--- src/rtl/clk_divider_pkg.sv ---
// Shared constants and helpers for the power-of-two clock divider.
// Holds the legal range of the division exponent and a check used at elaboration.
package clk_divider_pkg;

  localparam int SCALE_MIN = 1;
  localparam int SCALE_MAX = 31;

  function automatic bit scaleLegal(input int scale);
    return (scale >= SCALE_MIN) && (scale <= SCALE_MAX);
  endfunction

endpackage

--- src/rtl/clk_divider.sv ---
// Power-of-two clock divider: free-running phase counter whose MSB is the slow clock,
// plus registered one-cycle strobes aligned with each rising and falling slow-clock edge.
module clk_divider
  import clk_divider_pkg::*;
#(
  parameter int SCALE = 8
) (
  input  logic             i_clock,
  input  logic             i_reset,
  input  logic             i_enable,
  output logic             o_clock,
  output logic             o_rise,
  output logic             o_fall,
  output logic [SCALE-1:0] o_count
);

  if (!scaleLegal(SCALE)) begin : gBadScale
    $error("clk_divider: SCALE must be in 1..31");
  end

  // Counter values one cycle before the slow clock goes high / goes low.
  localparam logic [SCALE-1:0] RISE_AT = SCALE'((64'd1 << (SCALE - 1)) - 64'd1);
  localparam logic [SCALE-1:0] FALL_AT = '1;

  logic [SCALE-1:0] cnt_q = '0;
  logic [SCALE-1:0] cnt_d;
  logic             rise_q = 1'b0;
  logic             rise_d;
  logic             fall_q = 1'b0;
  logic             fall_d;

  always_comb begin
    cnt_d  = cnt_q;
    rise_d = 1'b0;
    fall_d = 1'b0;
    if (i_enable) begin
      cnt_d  = cnt_q + SCALE'(1);
      rise_d = (cnt_q == RISE_AT);
      fall_d = (cnt_q == FALL_AT);
    end
  end

  always_ff @(posedge i_clock) begin
    if (i_reset) begin
      cnt_q  <= '0;
      rise_q <= 1'b0;
      fall_q <= 1'b0;
    end else begin
      cnt_q  <= cnt_d;
      rise_q <= rise_d;
      fall_q <= fall_d;
    end
  end

  assign o_clock = cnt_q[SCALE-1];
  assign o_rise  = rise_q;
  assign o_fall  = fall_q;
  assign o_count = cnt_q;

endmodule

--- config.mk ---
export PLATFORM = sky130hd
export DESIGN_NAME = clk_divider
export DESIGN_NICKNAME = d
export VERILOG_FILES = /design/src/rtl/clk_divider_pkg.sv /design/src/rtl/clk_divider.sv
export SDC_FILE = /design/constraint.sdc
export NUM_CORES = 1
export LEC_CHECK = 0
export ABC_AREA = 1
export CORE_AREA = 2 2 39 41
export DETAILED_ROUTE_END_ITERATION = 8
export DIE_AREA = 0 0 41 43
export PLACE_DENSITY = 0.64
export SETUP_SLACK_MARGIN = 0.02
export SYNTH_ARGS = -nofsm -noshare
export SYNTH_HDL_FRONTEND = slang
export SYNTH_SLANG_ARGS = --single-unit
--- constraint.sdc ---
create_clock -name i_clock -period 2.1 [get_ports i_clock]
set_input_delay 0.42 -clock i_clock [delete_from_list [all_inputs] [get_ports i_clock]]
set_output_delay 0.42 -clock i_clock [all_outputs]
set_load 0.01 [all_outputs]
==> flow_summary_export.csv <==
group,metric,value,unit
worst_setup_path,path_buf_inv,1,
timing,slew-limit-headroom,82.6,%
timing,finClkSkew,0.00598,ns
global_route,grt.total_usage,11.3,%
finish,seq_area,200,um^2
finish,syn2layout_area_growth,40.1,%
drt,routed_via_density,4.26,
clock_network,clk_pin_slew_worst_paths,0.07,ns
global_route,overflow,0,
floorplanning,initial_core_util,32.3,%
worst_setup_path,path_class,"flip-flop to output port",
drt,drt-initial-drc-count,10,
drt,drc,0,
global_route,grt_pass1_vias,316,
timing,post-route-min-period,1.67,ns
clock_network,cts_sinks,10,
floorplanning,die-width,41,um
clock_network,h-tree-depth,1,
floorplanning,dieArea,0.00176,mm^2
clock_network,clock_latency,0.27,ns
clock_network,root_buffer,"clkbuf_4",
finish,antennaDiodeCount,0,
floorplanning,core_area,0.00138,mm^2
logic_synthesis,synth_cell_types,13,
drt,wl,789,um
finish,final_util,45.2,%
logic_synthesis,synthCells,61,
drt,wire_per_inst,8.48,um
worst_setup_path,path_delay_family,"buffers and inverters",
logic_synthesis,syn_area,447,um^2
finish,fillers,148,
clock_network,clockBufferDepth,2,
timing,rsz0062_at_grt,"no",
timing,slew_violations,0,
power_and_ir_drop,total_power,0.000401,W
hold_path,hold_class,"flip-flop to flip-flop",
drt,postRouteAntennaNets,0,
global_route,grt_pass1_wl,1300,um
worst_setup_path,cpPeakStageDelay,0.57,ns
power_and_ir_drop,vdd_drop_max,376,uV
global_route,antenna_found_initial,0,
logic_synthesis,yosys_warnings,0,
timing,finalCritPeriodShare,79.7,%
clock_network,cts_repair_resize_count,0,
place,gp_congestion,0.710,
worst_setup_path,slowest_stage,"clkdlybuf4s50_1",
run,drv_cap,0,
outcome,status,"complete, no violations",
timing,fin_setup_tns,0,ns
worst_setup_path,cp.required,1.68,ns
floorplanning,die_y,43,um
timing,fmaxAchievable,598,MHz
place,portBuffers,13,
finish,drive_gt1_share,13.0,%
clock_network,tritoncts,"yes",
logic_synthesis,seq_area_frac_synth,44.8,%
finish,design_area,626,um^2
logic_synthesis,synth-seq-cells,10,
drt,vias,396,
finish,fin_nets,82,
place,dpl-instance-area,589,um^2
worst_setup_path,worstPathCellList,"clkdlybuf4s50_1",
worst_setup_path,startpoint_type,"flip-flop",
worst_setup_path,end_kind,"output port",
power_and_ir_drop,p_leak,0.239,nW
floorplanning,rows,14,
timing,setup_violations,0,
timing,worstMarginPinSlew,0.260,ns
timing,hold_violations,0,
logic_synthesis,syn_avg_cell_area,7.32,um^2
place,post-dp-hpwl,587,um
worst_setup_path,worstPathMaxFanout,6,
clock_network,cts_setup_buffers,0,
clock_network,cts_buffers,3,
finish,multi_input_area,216,um^2
global_route,grt_max_degree,9,
clock_network,hold_buffers,0,
floorplanning,io_pins,14,
worst_setup_path,crit_arrival,1.25,ns
power_and_ir_drop,power_density,641,mW/mm^2
logic_synthesis,syn_nets,65,
drt,firstDrtPassIters,4,
## per-stage QoR
| stage | instances | setup slack [ns] | hold WS (ns) |
|---|---|---|---|
| 2_1_floorplan | 61 | 1.02 | 0.499 |
| 4_1_cts | 93 | 0.407 | 0.514 |
| 3_3_place_gp | 89 | 0.544 | 0.509 |
| 3_5_place_dp | 89 | 0.511 | 0.502 |
| 6_report | 93 | 0.427 | 0.510 |
| 5_1_grt | 93 | 0.373 | 0.536 |
## synthesized netlist by cell type
| library cell | number | area share [%] |
|---|---|---|
| nor2_4 | 2 | 5.0 |
| nor2_1 | 13 | 11 |
| nor3b_2 | 1 | 2.8 |
| a21oi_1 | 5 | 5.6 |
| buf_4 | 1 | 1.7 |
| nor3_1 | 1 | 1.1 |
| nand2_1 | 15 | 13 |
| nand2_2 | 3 | 4.2 |
| nand3_1 | 2 | 2.2 |
| ha_1 | 1 | 2.8 |
| o21ai_0 | 1 | 1.1 |
| dfxtp_1 | 10 | 45 |
| inv_1 | 6 | 5.0 |
## worst paths after layout
kind               from       to  slack, ns  cells past startpoint
min reg2reg  o_count[7]   o_fall       0.51                      2
min          o_count[7]   o_fall       0.51                      2
max reg2reg  o_count[0]   o_rise       1.00                      5
max          o_count[7]  o_clock       0.43                      1
## layout make-up
cell class	count	area share (%)
Sequential cell	10	32.0
Clock buffer	4	5.80
Inverter	6	3.60
Multi-Input combinational cell	44	34.6
Tap cell	16	3.20
Timing Repair Buffer	13	20.8
## registers in the layout, indices dropped and copies added, names as in the netlist
register  flops
o_count       8
o_fall        1
o_rise        1
## layout by cell type (no fill, tap or decap)
cell type / n
nor3b_2: 1
nand2_1: 15
nor2_1: 13
a21oi_1: 5
inv_1: 6
nor2_4: 2
nor3_1: 1
nand2_2: 3
clkdlybuf4s50_1: 13
nand3_1: 2
clkbuf_8: 1
ha_1: 1
dfxtp_1: 10
o21ai_0: 1
clkbuf_4: 3
## cells by family (layout without fill, tap and decap cells)
logic type	count (synthesis)	after routing	share of synthesized area [%]
adders and majority gates	1	1	2.80
AOI/OAI and AO/OA	6	6	6.72
and+or+nand+nor	37	37	38.9
buffers and inverters	7	23	6.72
DFF	10	10	44.8
## metal layers
metal | up-vias | track usage, % | share of wire (%)
met5 | - | 0 | 0
met4 | 0 | 8.00 | 3.9
met3 | 4 | 6.28 | 3.9
met2 | 9 | 13.1 | 40
met1 | 157 | 15.0 | 52
li1 | 226 | - | -
## report_power, final
part | internal [W] | switching, W | total [W]
logic | 0.0000149 | 0.0000142 | 0.0000291
clock network | 0.000105 | 0.0000695 | 0.000175
registers | 0.000193 | 0.00000396 | 0.000197
(Power assumes the default switching activity.)
==> patch (same flow settings) <==
Compare `cnt_q` against `RISE_AT` with >= in place of ==.
--- a/src/rtl/clk_divider.sv
+++ b/src/rtl/clk_divider.sv
@@ -35,7 +35,7 @@
     fall_d = 1'b0;
     if (i_enable) begin
       cnt_d  = cnt_q + SCALE'(1);
-      rise_d = (cnt_q == RISE_AT);
+      rise_d = (cnt_q >= RISE_AT);
       fall_d = (cnt_q == FALL_AT);
     end
   end
Check against the original RTL: no difference found for any inputs over 10 cycles, from zero or initial values and one cycle with i_reset high; that may be too few to reach the edited logic, so the function may still have changed.
==> patch against the unedited design <==
Fmax rose by 0.16%; sequential cell count did not move; worst setup slack improved by 2.7 ps; synthesized area fell by 2.5%; first-iteration DRC count fell by 30%; routed wire length rose by 6.0%; die area did not move; synthesized cell count did not move; final area fell by 1.8%; non-clock buffer count did not move; power fell by 1.0%; critical path type unchanged; largest cell class unchanged; highest routed layer unchanged.
==> patch: results (changes against the unedited design) <==
status: "finished clean"  # unchanged
first_pass_iters: 4  # unchanged
cts_inserted_buffers: 3  # unchanged
rrSetupSlack_ps: 1000  # about the same
gp_congestion: 0.733  # was 0.710
synth_common_cells: "17 x nand2_1, 13 x nor2_1, 10 x dfxtp_1, 6 x inv_1, 4 x a21oi_1"  # was 15 x nand2_1, 13 x nor2_1, 10 x dfxtp_1, 6 x inv_1, 5 x a21oi_1
cts_resized: 0  # unchanged
dp_hpwl_microns: 634  # was 587 microns
cts_max_path_buffers: 2  # unchanged
async_reset_ff_frac: 0  # unchanged
leakagePower_nw: 0.249  # was 0.239 nW
finalHoldViolCount: 0  # unchanged
grt_use_met2: 0.153  # was 0.131
yosysWarnings: 0  # unchanged
power_switching_mw: 0.0837  # was 0.0877 mW
arrival_ps: 1250  # about the same
whs_path_depth: 2  # unchanged
grt_busiest_layer: "met1"  # unchanged
clock_latency_ps: 260
drt_iter0_drc: 7  # was 10
ys_types: 12  # was 13
use_met3: 0.0314  # was 0.0628
hold_class: "reg2reg"  # unchanged
num_antenna_cells: 0  # unchanged
cts_max_level: 1  # unchanged
place_ws_ps: 547  # was 511 ps
min_from: "o_count[7]$_SDFFE_PP0P_"  # unchanged
clock_skew_ps: 3.23  # was 5.98 ps
wl_per_cell_microns: 8.99  # was 8.48 microns
vias: 419  # was 396
grt_pass1_wl_microns: 1400  # was 1300 microns
post_cts.repair.setup_buffers: 0  # unchanged
drive_gt1_frac: 0.0909  # was 0.130
syn_nets: 65  # unchanged
grt_pass1_vias: 354  # was 316
clockRootBuffer: "clkbuf_4"  # unchanged
grtUsageMet1: 0.155  # was 0.150
ant_nets: 0  # unchanged
via_per_inst: 4.51  # was 4.26
nNetsFinal: 82  # unchanged
seq_area_frac_synth: 0.460  # was 0.448
ir_worst_vdd_mv: 0.332  # was 0.376 mV
relSlewSlack: 0.836  # was 0.826
r2r_start: "o_count[1]$_SDFFE_PP0P_"  # was o_count[0]$_SDFFE_PP0P_
reg2reg_to: "o_count[6]$_SDFFE_PP0P_"  # was o_rise$_SDFF_PP0_
r2r_cells: 6  # was 5
synth_area_leaders: "dfxtp_1 46%, nand2_1 15%, nor2_1 11%"  # was dfxtp_1 45%, nand2_1 13%, nor2_1 11%
grt_usage: 0.122  # was 0.113
[patch: cell count changes in the layout (fill, tap and decap cells not counted), sizes merged]
cell	unedited run	this run
nand3	2	3
nand4	0	1
a21oi	5	4
o21ai	1	2
nor2	15	16
nor3b	1	0
nor3	1	0
nand2	18	17
[patch: layout make-up]
cell class	instances	area (sq um)
Inverter	6	22.5
Tap cell	16	20.0
Fill cell	148	769
Timing Repair Buffer	13	130
Clock buffer	4	36.3
Multi-Input combinational cell	44	205
Sequential cell	10	200
[patch: through the flow]
step	utilization	area [sq um]	hold slack [ps]
after global placement	0.418	578	483
after CTS	0.444	614	497
final	0.444	614	493
after floorplan	-	435	500
after detailed placement	0.418	578	485
after global routing	0.444	614	535
[patch: worst max-delay path by stage]
| stage | startpoint | end | slack, ps | cells after the start |
|---|---|---|---|---|
| after floorplan | o_count[0]$_SDFFE_PP0P_ | o_count[6]$_SDFFE_PP0P_ | 1040 | 6 |
| after global placement | i_enable | o_count[7]$_SDFFE_PP0P_ | 580 | 6 |
| after detailed placement | i_enable | o_count[5]$_SDFFE_PP0P_ | 550 | 6 |
| after CTS | o_count[3]$_SDFFE_PP0P_ | o_count[3] | 410 | 1 |
| after global routing | o_count[7]$_SDFFE_PP0P_ | o_count[7] | 360 | 1 |
| final | o_count[3]$_SDFFE_PP0P_ | o_count[3] | 430 | 1 |
[patch: kinds of logic (layout without fill, tap and decap cells)]
kind of cell | after synthesis | after routing | synth area share
AOI/OAI and AO/OA | 6 | 6 | 0.0690
adders and majority gates | 1 | 1 | 0.0287
buffers and inverters | 7 | 23 | 0.0690
DFF | 10 | 10 | 0.460
and+or+nand+nor | 37 | 37 | 0.374
[patch: metal layers]
metal,vias to the layer above,share of wire,wire length (microns)
met1,183,0.47,392
met5,-,0,0
li1,226,-,-
met3,2,0.037,31
met4,0,0.017,14
met2,8,0.48,398
[patch: power groups by stage]
stage          registers [mW]  clock network [mW]  logic [mW]
6_report                0.197               0.170      0.0293
5_1_grt                 0.198               0.192      0.0326
4_1_cts                 0.197               0.179      0.0294
3_5_place_dp            0.202                   0      0.0291
3_3_place_gp            0.202                   0      0.0290
2_1_floorplan           0.203                   0      0.0130
